===== src/rtl/fsm_cmd_feeder_if.sv =====
// ============================================================================
// Module   : fsm_cmd_feeder_if
// Brief    : Command producer / state-machine side bundle for fsm_cmd_feeder.
// Revision : 1.0 - initial release
// ============================================================================
`default_nettype none

interface fsm_cmd_feeder_if #(
    parameter int DEPTH = 4
);
    logic                     cmd_valid;
    logic [1:0]               cmd_data;
    logic                     cmd_ready;
    logic                     flush;
    logic [1:0]               fsm_in;
    logic                     fsm_cmd_strobe;
    logic                     busy;
    logic [$clog2(DEPTH):0]   count;

    // Producer / observer side.
    modport master (
        output cmd_valid,
        output cmd_data,
        output flush,
        input  cmd_ready,
        input  fsm_in,
        input  fsm_cmd_strobe,
        input  busy,
        input  count
    );

    // Feeder side.
    modport slave (
        input  cmd_valid,
        input  cmd_data,
        input  flush,
        output cmd_ready,
        output fsm_in,
        output fsm_cmd_strobe,
        output busy,
        output count
    );
endinterface

`default_nettype wire


===== src/rtl/fsm_cmd_feeder.sv =====
// ============================================================================
// Module   : fsm_cmd_feeder
// Brief    : FIFO-buffered command presenter; holds each 2-bit command on
//            fsm_in for HOLD_CYCLES cycles, idle code otherwise.
//            Optional drop counter: define FSM_CMD_FEEDER_DROP_CNT_EN.
// Revision : 1.0 - initial release
// ============================================================================
`default_nettype none

module fsm_cmd_feeder #(
    parameter int         DEPTH       = 4,
    parameter int         HOLD_CYCLES = 1,
    parameter logic [1:0] IDLE_CODE   = 2'h3
) (
    input  wire logic          clk,
    input  wire logic          rst_n,
    fsm_cmd_feeder_if.slave    bus
`ifdef FSM_CMD_FEEDER_DROP_CNT_EN
    ,
    output logic [7:0]         drop_count
`endif
);

    localparam int c_ptr_w  = (DEPTH > 1) ? $clog2(DEPTH) : 1;
    localparam int c_cnt_w  = $clog2(DEPTH) + 1;
    localparam int c_hold_w = (HOLD_CYCLES > 1) ? $clog2(HOLD_CYCLES) : 1;

    localparam logic [c_cnt_w-1:0]  c_depth     = c_cnt_w'(DEPTH);
    localparam logic [c_hold_w-1:0] c_hold_load = c_hold_w'(HOLD_CYCLES - 1);

    typedef enum logic [0:0] {
        ST_IDLE = 1'b0,
        ST_HOLD = 1'b1
    } state_t;

    state_t               r_state;
    state_t               w_state_nxt;
    logic [1:0]           r_mem [DEPTH];
    logic [c_ptr_w-1:0]   r_wr_ptr;
    logic [c_ptr_w-1:0]   r_rd_ptr;
    logic [c_cnt_w-1:0]   r_count;
    logic [c_hold_w-1:0]  r_hold_cnt;
    logic [c_hold_w-1:0]  w_hold_nxt;
    logic [1:0]           r_fsm_in;
    logic [1:0]           w_fsm_in_nxt;
    logic                 r_strobe;
    logic                 w_strobe_nxt;
    logic                 w_ready;
    logic                 w_not_empty;
    logic                 w_push;
    logic                 w_pop;

    // Ready depends on occupancy alone, so a same-cycle pop never frees a slot.
    assign w_ready     = (r_count != c_depth);
    assign w_not_empty = (r_count != '0);
    assign w_push      = bus.cmd_valid && w_ready && !bus.flush;

    assign bus.cmd_ready      = w_ready;
    assign bus.fsm_in         = r_fsm_in;
    assign bus.fsm_cmd_strobe = r_strobe;
    assign bus.count          = r_count;
    assign bus.busy           = (r_state == ST_HOLD) || w_not_empty;

    // Presentation state machine: next state and presented code.
    always_comb begin
        w_state_nxt  = r_state;
        w_hold_nxt   = r_hold_cnt;
        w_fsm_in_nxt = r_fsm_in;
        w_strobe_nxt = 1'b0;
        w_pop        = 1'b0;

        case (r_state)
            ST_IDLE: begin
                w_fsm_in_nxt = IDLE_CODE;
                if (w_not_empty) begin
                    w_pop        = 1'b1;
                    w_fsm_in_nxt = r_mem[r_rd_ptr];
                    w_strobe_nxt = 1'b1;
                    w_hold_nxt   = c_hold_load;
                    w_state_nxt  = ST_HOLD;
                end
            end
            ST_HOLD: begin
                if (r_hold_cnt != '0) begin
                    w_hold_nxt = r_hold_cnt - 1'b1;
                end else if (w_not_empty) begin
                    w_pop        = 1'b1;
                    w_fsm_in_nxt = r_mem[r_rd_ptr];
                    w_strobe_nxt = 1'b1;
                    w_hold_nxt   = c_hold_load;
                end else begin
                    w_fsm_in_nxt = IDLE_CODE;
                    w_state_nxt  = ST_IDLE;
                end
            end
            default: begin
                w_fsm_in_nxt = IDLE_CODE;
                w_state_nxt  = ST_IDLE;
            end
        endcase

        if (bus.flush) begin
            w_pop        = 1'b0;
            w_state_nxt  = ST_IDLE;
            w_fsm_in_nxt = IDLE_CODE;
            w_strobe_nxt = 1'b0;
            w_hold_nxt   = '0;
        end
    end

    always_ff @(posedge clk or negedge rst_n) begin
        if (!rst_n) begin
            r_state    <= ST_IDLE;
            r_hold_cnt <= '0;
            r_fsm_in   <= IDLE_CODE;
            r_strobe   <= 1'b0;
        end else begin
            r_state    <= w_state_nxt;
            r_hold_cnt <= w_hold_nxt;
            r_fsm_in   <= w_fsm_in_nxt;
            r_strobe   <= w_strobe_nxt;
        end
    end

    // Pointers wrap naturally because DEPTH is a power of two.
    always_ff @(posedge clk or negedge rst_n) begin
        if (!rst_n) begin
            r_wr_ptr <= '0;
            r_rd_ptr <= '0;
            r_count  <= '0;
        end else if (bus.flush) begin
            r_wr_ptr <= '0;
            r_rd_ptr <= '0;
            r_count  <= '0;
        end else begin
            if (w_push) begin
                r_wr_ptr <= r_wr_ptr + 1'b1;
            end
            if (w_pop) begin
                r_rd_ptr <= r_rd_ptr + 1'b1;
            end
            case ({w_push, w_pop})
                2'b10:   r_count <= r_count + 1'b1;
                2'b01:   r_count <= r_count - 1'b1;
                default: r_count <= r_count;
            endcase
        end
    end

    always_ff @(posedge clk) begin
        if (w_push) begin
            r_mem[r_wr_ptr] <= bus.cmd_data;
        end
    end

`ifdef FSM_CMD_FEEDER_DROP_CNT_EN
    logic [7:0] r_drop_cnt;

    // Counts refused offers; a flush cycle clears rather than counts.
    always_ff @(posedge clk or negedge rst_n) begin
        if (!rst_n) begin
            r_drop_cnt <= '0;
        end else if (bus.flush) begin
            r_drop_cnt <= '0;
        end else if (bus.cmd_valid && !w_ready && (r_drop_cnt != 8'hFF)) begin
            r_drop_cnt <= r_drop_cnt + 1'b1;
        end
    end

    assign drop_count = r_drop_cnt;
`endif

endmodule

`default_nettype wire


===== src/flat_wrapper.sv =====
// flat-port wrapper written by rule: the top's interface ports become plain ports
module fsm_cmd_feeder_flat 
#(
    parameter int         DEPTH       = 4,
    parameter int         HOLD_CYCLES = 1,
    parameter logic [1:0] IDLE_CODE   = 2'h3
)
  (clk, rst_n, bus_cmd_valid, bus_cmd_data, bus_flush, bus_cmd_ready, bus_fsm_in, bus_fsm_cmd_strobe, bus_busy, bus_count);
  fsm_cmd_feeder_if #(.DEPTH(DEPTH)) bus_i ();
  input  wire logic clk;
  input  wire logic rst_n;
  input wire logic [$bits(bus_i.cmd_valid)-1:0] bus_cmd_valid;
  input wire logic [$bits(bus_i.cmd_data)-1:0] bus_cmd_data;
  input wire logic [$bits(bus_i.flush)-1:0] bus_flush;
  output wire logic [$bits(bus_i.cmd_ready)-1:0] bus_cmd_ready;
  output wire logic [$bits(bus_i.fsm_in)-1:0] bus_fsm_in;
  output wire logic [$bits(bus_i.fsm_cmd_strobe)-1:0] bus_fsm_cmd_strobe;
  output wire logic [$bits(bus_i.busy)-1:0] bus_busy;
  output wire logic [$bits(bus_i.count)-1:0] bus_count;
  assign bus_i.cmd_valid = bus_cmd_valid;
  assign bus_i.cmd_data = bus_cmd_data;
  assign bus_i.flush = bus_flush;
  assign bus_cmd_ready = bus_i.cmd_ready;
  assign bus_fsm_in = bus_i.fsm_in;
  assign bus_fsm_cmd_strobe = bus_i.fsm_cmd_strobe;
  assign bus_busy = bus_i.busy;
  assign bus_count = bus_i.count;
  fsm_cmd_feeder #(.DEPTH(DEPTH), .HOLD_CYCLES(HOLD_CYCLES), .IDLE_CODE(IDLE_CODE)) u_core (.clk(clk), .rst_n(rst_n), .bus(bus_i));
endmodule

===== config.mk =====
export PLATFORM = sky130hd
export DESIGN_NAME = fsm_cmd_feeder_flat
export DESIGN_NICKNAME = d
export VERILOG_FILES = /design/src/rtl/fsm_cmd_feeder_if.sv /design/src/rtl/fsm_cmd_feeder.sv /design/src/flat_wrapper.sv
export SDC_FILE = /design/constraint.sdc
export NUM_CORES = 1
export LEC_CHECK = 0
export ABC_CLOCK_PERIOD_IN_PS = 1950
export BUFFER_PORTS_ARGS = -buffer_cell sky130_fd_sc_hd__buf_2
export CORE_MARGIN = 3
export CORE_UTILIZATION = 48
export DETAILED_ROUTE_END_ITERATION = 12
export GPL_ROUTABILITY_DRIVEN = 0
export PLACE_DENSITY = 0.76
export RECOVER_POWER = 50
export SYNTH_ARGS = -nofsm -noshare
export SYNTH_HDL_FRONTEND = slang
export SYNTH_SLANG_ARGS = --single-unit

===== constraint.sdc =====
create_clock -name clk -period 1.95 [get_ports clk]
set_input_delay 0.2925 -clock clk [delete_from_list [all_inputs] [get_ports clk]]
set_output_delay 0.2925 -clock clk [all_outputs]
set_load 0.01 [all_outputs]

==> impl_metrics.json, run 1 <==
{
  "status": "completed",
  "synth.distinct_cells": 26,
  "leakage_nw": 0.4399,
  "rsz0062_at_grt": "no",
  "synth_area_per_cell_um2": 12.13,
  "clockRootBuffer": "clkbuf_4",
  "start_kind": "flop",
  "p_sw_mw": 0.2858,
  "drc": 0,
  "grt_pass1_vias": 588,
  "area_growth_syn_to_layout_pct": 18.64,
  "syn_nets": 84,
  "fin_cells": 118,
  "grt_first_pass_wirelength_um": 2518,
  "final.min_clock_period_ps": 1823,
  "placeableCoreArea_um2": 1612,
  "drtPass1Iterations": 3,
  "cp.arrival_ps": 2040,
  "n_antenna_cell": 0,
  "dieArea_um2": 2397,
  "numCtsBuffers": 3,
  "p_per_area_nw_per_um2": 896.3,
  "slew_violations": 0,
  "drive_above_1_share_pct": 28.72,
  "worstSetupStartpoint": "u_core.bus.count[1]",
  "clk_pin_slew_ps": 100,
  "fmax_mhz": 548.6,
  "hold_viol": 0,
  "die_h_um": 48.96,
  "p_seq_share_pct": 52.0,
  "peakVddDrop_v": 0.0005239,
  "vias": 588,
  "fin_crit_sh_pct": 93.48,
  "worstPathMaxFanout": 3,
  "antenna_found_initial": 0,
  "setup_violations": 0,
  "track_usage_pct": 13.92,
  "finClkSkew_ps": 3.301,
  "nNetsFinal": 106,
  "routed_wirelength_um": 1446,
  "cts_buffer_depth": 2,
  "wl_per_cell_um": 12.25,
  "fp.dieW_um": 48.96,
  "dp_cells": 113,
  "path_class": "flop to flop",
  "drtAntennaViolNets": 0,
  "grt_max_degree": 14,
  "rows": 14,
  "pin_count": 14,
  "h-tree-depth": 1,
  "crit_required_ps": 2170,
  "first_iter_violations": 14,
  "p_int_mw": 0.6562,
  "dpl.hpwl_um": 1131,
  "pwr-share-comb_pct": 28.6,
  "relSlewSlack_pct": 62.61,
  "syn_area_um2": 885.9,
  "tns_ps": 0,
  "timing.rr.start": "u_core.bus.count[1]",
  "fillers": 135,
  "io_buffers": 13,
  "ys_ff_latch": 18,
  "cts_tree": "built",
  "vias_per_cell": 4.983,
  "p_clk_share_pct": 19.4,
  "min_from": "bus_cmd_data[1]",
  "cts.sinks": 18,
  "tightest_slew_ps": 560.8,
  "initial_core_util_pct": 54.97,
  "seq_area_frac_synth_pct": 55.65,
  "yosys_warnings": 0,
  "max_cap_violations": 0,
  "grt_overflow": 0,
  "hold_path.class": "input pin to flop",
  "swShare_pct": 30.34,
  "clock_latency_ps": 290,
  "end_kind": "flop",
  "synthCells": 73
}
## registers in the layout (all words and copies together), names as in the netlist
signal             cells
u_core.r_state         1
u_core.bus.fsm_in      2
u_core.r_wr_ptr        2
u_core.bus.count       3
u_core.r_mem           8
u_core.r_rd_ptr        2
## path summary, 6_finish.rpt
path / endpoint / slack (ps) / cells after the start
worst max-delay path: u_core.bus.count[2] / 130 / 7
worst min-delay path: u_core.r_mem[0][1] / 260 / 1
worst max register to register: u_core.bus.count[2] / 130 / 7
worst min register to register: u_core.r_wr_ptr[1] / 600 / 2
max in group asynchronous: u_core.bus.count[0] / 1060 / 2
min in group asynchronous: u_core.bus.count[2] / 490 / 2
## Yosys cell counts
cell type	instances	area share, %
dfrtp_1	8	23
edfxtp_1	8	27
nor2_1	6	2.5
a21oi_1	5	2.8
or3_1	5	3.5
and2_1	4	2.8
ha_1	4	5.6
nand2b_1	4	2.8
inv_1	3	1.3
nand2_1	3	1.3
buf_2	2	1.1
clkbuf_1	2	0.85
dfstp_2	2	5.9
mux4_2	2	5.1
nor3_1	2	1.1
o21ai_0	2	1.1
xor2_1	2	2.0
a21boi_2	1	1.3
a21o_1	1	0.85
fa_1	1	2.3
mux2_2	1	1.3
mux2i_1	1	1.1
nor2_2	1	0.71
nor3_2	1	1.1
nor3b_1	1	0.85
o31ai_1	1	0.85
## final cells by class
type                       count  area, µm²  area share [%]
clock inverter                 1      3.754          0.3571
clock buffer                   3      22.52           2.143
inverter                       3      11.26           1.071
tap                           24      30.03           2.857
timing repair buffer          21      118.9           11.31
multi-input combinational     48      370.4           35.24
sequential                    18      494.2           47.02
## logic make-up (layout without fill, tap and decap cells)
kind of cell / Yosys count / in the layout / share of synthesized area (%)
DFF: 18 / 18 / 55.65
xor gates and xnor gates: 2 / 2 / 1.978
adders and majority gates: 5 / 5 / 7.910
buffers and inverters: 7 / 28 / 3.249
muxes: 4 / 4 / 7.485
AOI/OAI and AO/OA: 10 / 10 / 6.921
and+or+nand+nor: 27 / 27 / 16.81
## per-layer routing
layer  up-vias  share of wire [%]  track usage [%]
met2        13                 49            22.85
li1        297                  -                -
met4         0                2.1            7.109
met1       274                 44            16.77
met3         4                4.6            3.670
met5         -                  0                0
## layout by cell type (no fill, tap or decap), drive strengths merged, types with 2 or more instances in the layout
cell type / netlist / routed
buf: 2 / 15
edfxtp: 8 / 8
dfrtp: 8 / 8
clkbuf: 2 / 8
nor2: 7 / 7
a21oi: 5 / 5
or3: 5 / 5
nand2b: 4 / 4
and2: 4 / 4
ha: 4 / 4
nand2: 3 / 3
inv: 3 / 3
nor3: 3 / 3
mux4: 2 / 2
xor2: 2 / 2
o21ai: 2 / 2
dfstp: 2 / 2
## power by group through the flow
stage | registers, mW | logic [mW] | clock network [mW]
finish | 0.490 | 0.270 | 0.182
CTS | 0.492 | 0.280 | 0.190
global placement | 0.497 | 0.271 | 0
detailed placement | 0.500 | 0.279 | 0
global route | 0.499 | 0.305 | 0.208
floorplan | 0.499 | 0.175 | 0
## metrics by stage
step	hold slack, ps	util, %	cell area, µm²	worst slack [ps]	power [mW]
floorplan	-3.091	-	894.6	3.366	0.6736
global placement	163.0	63.43	1022	186.1	0.7677
detailed placement	167.5	63.43	1022	123.1	0.7782
CTS	205.3	65.68	1059	98.47	0.9620
global route	270.7	65.22	1051	19.41	1.012
finish	259.7	65.22	1051	127.1	0.9420
## worst max-delay path, stage by stage, from the launching register on
cell      delay [ps]
dfrtp_1          450
nor2_2            80
a21boi_2         180
nor3_1            80
fa_1             370
or3_1            310
a21o_1           160
a21oi_1          130
## repair_timing
action,in CTS,in global routing
hold endpoints to repair,8,0
setup buffers,0,0
setup endpoints to repair,0,1
hold buffers,1,0
gates resized for setup,0,1
Note: power is estimated with default switching activity, not from simulation.
==> run 2, diff against run 1 <==
--- a/config.mk
+++ b/config.mk
@@ -5,6 +5,7 @@
 export SDC_FILE = /design/constraint.sdc
 export NUM_CORES = 1
 export LEC_CHECK = 0
+export ABC_AREA = 1
 export ABC_CLOCK_PERIOD_IN_PS = 1950
 export BUFFER_PORTS_ARGS = -buffer_cell sky130_fd_sc_hd__buf_2
 export CORE_MARGIN = 3
==> run 2 against run 1 <==
Sequential cell count is the same. Register-to-register slack better by 130 ps. Final cell count rose by 11%. Cell area fell by 4.3%. Synthesized cell count rose by 22%. Count of clock-buffer cells in the layout is the same. Sequential share of layout area grew 2.0 points.
==> impl_metrics.json, run 2 <==
{
  "synth.distinct_cells": 21,
  "vias_per_cell": 4.878,
  "initial_core_util_pct": 54.58,
  "yosys_warnings": 0,
  "peakVddDrop_v": 0.0006434,
  "synth_top_area_share_pct": 27.31,
  "dieArea_um2": 2382,
  "drtPass1Iterations": 4,
  "grt_first_pass_wirelength_um": 2463,
  "largest_reg_flops": 8,
  "cts_tree": "built",
  "end_kind": "output port",
  "vias": 639,
  "grt_max_degree": 11,
  "setup_slack_ps": 165.7,
  "synth_edf_count": 8,
  "grt_pass1_vias": 575,
  "placeableCoreArea_um2": 1612,
  "clockRootBuffer": "clkbuf_4",
  "slew_violations": 0,
  "worstPathMaxFanout": 6,
  "cp_slowest_cell": "dfrtp_1",
  "io_buffers": 13,
  "final.min_clock_period_ps": 1784,
  "final_cell_mix": "18 x nand2_1, 15 x inv_1, 9 x nor2_1, 9 x buf_2",
  "hold_viol": 0,
  "syn_nets": 100,
  "fmax_mhz": 560.4,
  "postPlaceCellArea_um2": 974.7,
  "p_per_area_nw_per_um2": 791.8,
  "wl_per_cell_um": 10.81,
  "finClkSkew_ps": 1.886,
  "routed_wirelength_um": 1416,
  "fin_crit_sh_pct": 91.50,
  "rsz0062_at_grt": "no",
  "die_h_um": 48.81,
  "crit_required_ps": 1660,
  "crit_chain": "nor2_4 -> nand2_1 -> or2_2 -> buf_2",
  "syn_area_um2": 879.6,
  "clk_pin_slew_ps": 90,
  "area_growth_syn_to_layout_pct": 14.37,
  "cts_buffer_depth": 2,
  "leakage_nw": 0.4662,
  "final_common_cell": "nand2_1",
  "first_iter_violations": 5,
  "synthTopCellsByCount": "18 x nand2_1, 15 x inv_1, 9 x nor2_1",
  "ys.flop_type": "edfxtp_1",
  "fillers": 145,
  "hold_path.class": "input pin to flop",
  "synth_area_per_cell_um2": 9.883,
  "regMostFlops": "u_core.r_mem",
  "synthCells": 89,
  "seq_area_frac_synth_pct": 56.05,
  "pin_count": 14,
  "final_core_util_pct": 62.42,
  "drive_above_1_share_pct": 21.50,
  "start_kind": "flop",
  "drc": 0,
  "numCtsBuffers": 3,
  "dp_slack_ps": 277.0,
  "antenna_found_initial": 0,
  "setup_violations": 0,
  "path_class": "flop to output port",
  "max_stage_delay_ps": 460,
  "fp.dieW_um": 48.81,
  "clock_latency_ps": 290,
  "h-tree-depth": 1,
  "track_usage_pct": 13.73,
  "n_antenna_cell": 0,
  "cts.sinks": 18,
  "dpl.hpwl_um": 1116,
  "tns_ps": 0,
  "power_mw": 0.7965,
  "cp.arrival_ps": 1490,
  "status": "completed",
  "rows": 14,
  "relSlewSlack_pct": 63.66,
  "yosys.area.top_type": "edfxtp_1",
  "grt_overflow": 0,
  "drtAntennaViolNets": 0,
  "cts_resized": 0,
  "synth.most_common_cell": "nand2_1",
  "tightest_slew_ps": 545.1,
  "ys_ff_latch": 18,
  "max_cap_violations": 0,
  "synthTopCellsByArea": "edfxtp_1 27%, dfrtp_1 23%, nand2_1 7.7%",
  "nNetsFinal": 119,
  "async_flop_share_pct": 55.56,
  "design_area_um2": 1006
}
-- run 2: through the flow --
step | hold WS (ps) | instances
2_1_floorplan | -3.091 | 89
3_3_place_gp | 164.9 | 126
3_5_place_dp | 169.5 | 126
4_1_cts | 205.8 | 131
5_1_grt | 231.2 | 131
6_report | 250.6 | 131
-- run 2: path summary, 6_finish.rpt --
path | from | endpoint | slack (ps) | depth (start not counted)
worst max-delay path | u_core.bus.count[1] | bus_busy | 170 | 4
worst min-delay path | bus_flush | u_core.r_state | 250 | 2
worst max register to register | u_core.bus.count[1] | u_core.bus.count[2] | 260 | 9
worst min register to register | u_core.r_mem[1][1] | u_core.bus.fsm_in[1] | 550 | 2
max in group asynchronous | rst_n | u_core.bus.fsm_in[1] | 1090 | 2
min in group asynchronous | rst_n | u_core.r_rd_ptr[1] | 500 | 2
-- run 2: kinds of logic after synthesis --
kind of cell	Yosys count	synth area share, %
simple gates	37	18.92
buf+inv	16	6.827
fa+ha+maj	5	7.966
compound gates	13	10.24
flops	18	56.05
-- run 2: area by class of cell --
type	instances	area, µm²	share of cell area (%)
Tap cell	24	30.03	2.985
Multi-Input combinational cell	55	326.6	32.46
Inverter	16	60.06	5.970
Sequential cell	18	493.0	49.01
Clock inverter	1	3.754	0.3731
Timing Repair Buffer	14	70.07	6.965
Clock buffer	3	22.52	2.239
-- run 2: per-layer routing --
| layer | vias to the layer above | wire, µm | GRT usage (%) |
|---|---|---|---|
| met1 | 295 | 617 | 16.34 |
| met3 | 4 | 72 | 5.199 |
| met2 | 16 | 701 | 22.17 |
| li1 | 324 | - | - |
| met5 | - | 0 | 0 |
| met4 | 0 | 25 | 5.687 |
-- run 2: timing repair --
action                                 4_1_cts  5_1_grt
endpoints found under the hold margin        8        0
buffers inserted                             0        0
hold buffers                                 1        0
-- run 2: critical path, delay by kind of cell (launching register included) --
family                 cells  cell delay, ps
and+or+nand+nor            3             600
DFF                        1             460
buffers and inverters      1             140
-- run 2: report_power, final --
| part | switching (mW) | internal, mW |
|---|---|---|
| sequential | 0.0262 | 0.427 |
| combinational | 0.101 | 0.0634 |
| clock | 0.105 | 0.0744 |
| total | 0.232 | 0.564 |
==> run 3, diff against run 2 <==
--- a/config.mk
+++ b/config.mk
@@ -9,10 +9,10 @@
 export ABC_CLOCK_PERIOD_IN_PS = 1950
 export BUFFER_PORTS_ARGS = -buffer_cell sky130_fd_sc_hd__buf_2
 export CORE_MARGIN = 3
-export CORE_UTILIZATION = 48
+export CORE_UTILIZATION = 40
 export DETAILED_ROUTE_END_ITERATION = 12
 export GPL_ROUTABILITY_DRIVEN = 0
-export PLACE_DENSITY = 0.76
+export PLACE_DENSITY = 0.66
 export RECOVER_POWER = 50
 export SYNTH_ARGS = -nofsm -noshare
 export SYNTH_HDL_FRONTEND = slang
==> run 3 against run 2 <==
Sequential power hardly changed. Critical path type unchanged. Clock skew is 6.0 ps higher. Register-to-register slack better by 40 ps. Worst setup slack better by 9.6 ps. Count of clock-buffer cells in the layout stayed put. Via count is 2.2% lower. Global-route usage is 0.68 points lower. Largest cell class unchanged. Wire length is 4.8% higher. Total power is 1.5% higher. Cell area is 0.37% higher. Fmax is 0.54% higher. Critical endpoint unchanged.
==> impl_metrics.json, run 3 (synthesized netlist as in run 2, its figures left out) <==
{
  "status": "completed",
  "start_kind": "flop",
  "peakVddDrop_v": 0.0004309,
  "largest_reg_flops": 8,
  "clk_pin_slew_ps": 110,
  "leakage_nw": 0.4662,
  "vias": 625,
  "fmax_mhz": 563.4,
  "slew_violations": 0,
  "nNetsFinal": 119,
  "dieArea_um2": 2798,
  "p_seq_share_pct": 55.9,
  "p_per_area_nw_per_um2": 800.9,
  "p_int_mw": 0.5643,
  "rows": 16,
  "numCtsBuffers": 3,
  "hold_viol": 0,
  "hold_path.class": "input pin to flop",
  "h-tree-depth": 1,
  "die_h_um": 52.90,
  "finClkSkew_ps": 7.933,
  "worstRegToRegCells": 9,
  "clock_latency_ps": 300,
  "p_sw_mw": 0.2444,
  "final_common_cell": "nand2_1",
  "multiInputGateArea_um2": 326.6,
  "fin_crit_sh_pct": 91.01,
  "pin_count": 14,
  "grt_first_pass_wirelength_um": 2601,
  "clockRootBuffer": "clkbuf_4",
  "drc": 0,
  "pwr-share-comb_pct": 20.3,
  "design_area_um2": 1010,
  "min_from": "bus_flush",
  "hold_end": "u_core.r_state",
  "cts_tree": "built",
  "grt_overflow": 0,
  "cts_buffer_depth": 2,
  "holdPathStages": 2,
  "cp.arrival_ps": 1480,
  "setup_slack_ps": 175.2,
  "initial_core_util_pct": 43.50,
  "regMostFlops": "u_core.r_mem",
  "grt_pass1_vias": 618,
  "relSlewSlack_pct": 61.70,
  "setup_violations": 0,
  "placeableCoreArea_um2": 2022,
  "ff2ff_setup_slack_ps": 300,
  "crit_required_ps": 1660,
  "dp_slack_ps": 314.1,
  "routed_wirelength_um": 1484,
  "cts.sinks": 18,
  "first_iter_violations": 8,
  "drtPass1Iterations": 4,
  "final_core_util_pct": 49.94,
  "wl_per_cell_um": 11.07,
  "antenna_found_initial": 0,
  "fp.dieW_um": 52.90,
  "tns_ps": 0,
  "track_usage_pct": 13.05,
  "worstSetupStartpoint": "u_core.bus.count[1]",
  "dpl.hpwl_um": 1202,
  "max_cap_violations": 0,
  "vias_per_cell": 4.664,
  "final_cell_mix": "18 x nand2_1, 15 x inv_1, 9 x nor2_1, 9 x buf_2",
  "swShare_pct": 30.22,
  "rsz0062_at_grt": "no",
  "worstPathMaxFanout": 6,
  "timing.rr.start": "u_core.bus.count[1]",
  "final.min_clock_period_ps": 1775,
  "p_clk_share_pct": 23.8,
  "n_antenna_cell": 0,
  "cts_setup_buffers": 0,
  "grt_max_degree": 11,
  "fillers": 186,
  "area_growth_syn_to_layout_pct": 14.79,
  "drive_above_1_share_pct": 21.50,
  "tightest_slew_ps": 574.5,
  "drtAntennaViolNets": 0,
  "seq_area_um2": 493.0,
  "io_buffers": 13,
  "path_class": "flop to output port",
  "postPlaceCellArea_um2": 978.4,
  "r2r-end": "u_core.bus.count[2]",
  "end_kind": "output port"
}
-- run 3: worst max path at each step --
| stage | endpoint | slack (ps) | cells past startpoint |
|---|---|---|---|
| finish | bus_busy | 180 | 4 |
| global route | bus_busy | 70 | 4 |
| CTS | bus_busy | 160 | 4 |
| detailed placement | u_core.bus.count[2] | 310 | 9 |
| global placement | u_core.bus.count[2] | 350 | 9 |
| floorplan | u_core.bus.count[1] | 340 | 8 |
-- run 3: stage by stage --
step / instances / power, mW / hold slack (ps)
floorplan: 89 / 0.5682 / -3.091
global placement: 129 / 0.6203 / 165.8
detailed placement: 129 / 0.6263 / 173.3
CTS: 134 / 0.8148 / 205.6
global route: 134 / 0.8592 / 237.0
finish: 134 / 0.8087 / 244.8
-- run 3: area by class of cell --
class / count / area share, %
sequential: 18 / 48.82
clock inverter: 1 / 0.3717
multi-input combinational: 55 / 32.34
timing repair buffer: 14 / 6.939
clock buffer: 3 / 2.230
inverter: 16 / 5.948
tap: 27 / 3.346
-- run 3: critical path: stages, from the launching register on --
cell and delay [ps]:
dfrtp_1 460, nor2_4 230, nand2_1 90, or2_2 270, buf_2 140
-- run 3: per-layer routing --
layer	up-vias	track usage (%)	share of wire, %	wire length (µm)
met5	-	0	0	0
met4	0	5.106	1.6	24
met3	3	3.380	3.3	49
met2	9	22.31	50	749
met1	293	15.50	45	661
li1	320	-	-	-
-- run 3: power by group through the flow --
stage | clock [mW] | combinational (mW) | sequential [mW]
after global placement | 0 | 0.161 | 0.460
after floorplan | 0 | 0.105 | 0.463
after detailed placement | 0 | 0.166 | 0.461
after global routing | 0.212 | 0.190 | 0.457
final | 0.192 | 0.164 | 0.452
after CTS | 0.195 | 0.168 | 0.453
-- run 3: timing repair --
item                      CTS  global route
hold endpoints to repair    8             0
resized for setup           0             0
hold buffers                1             0
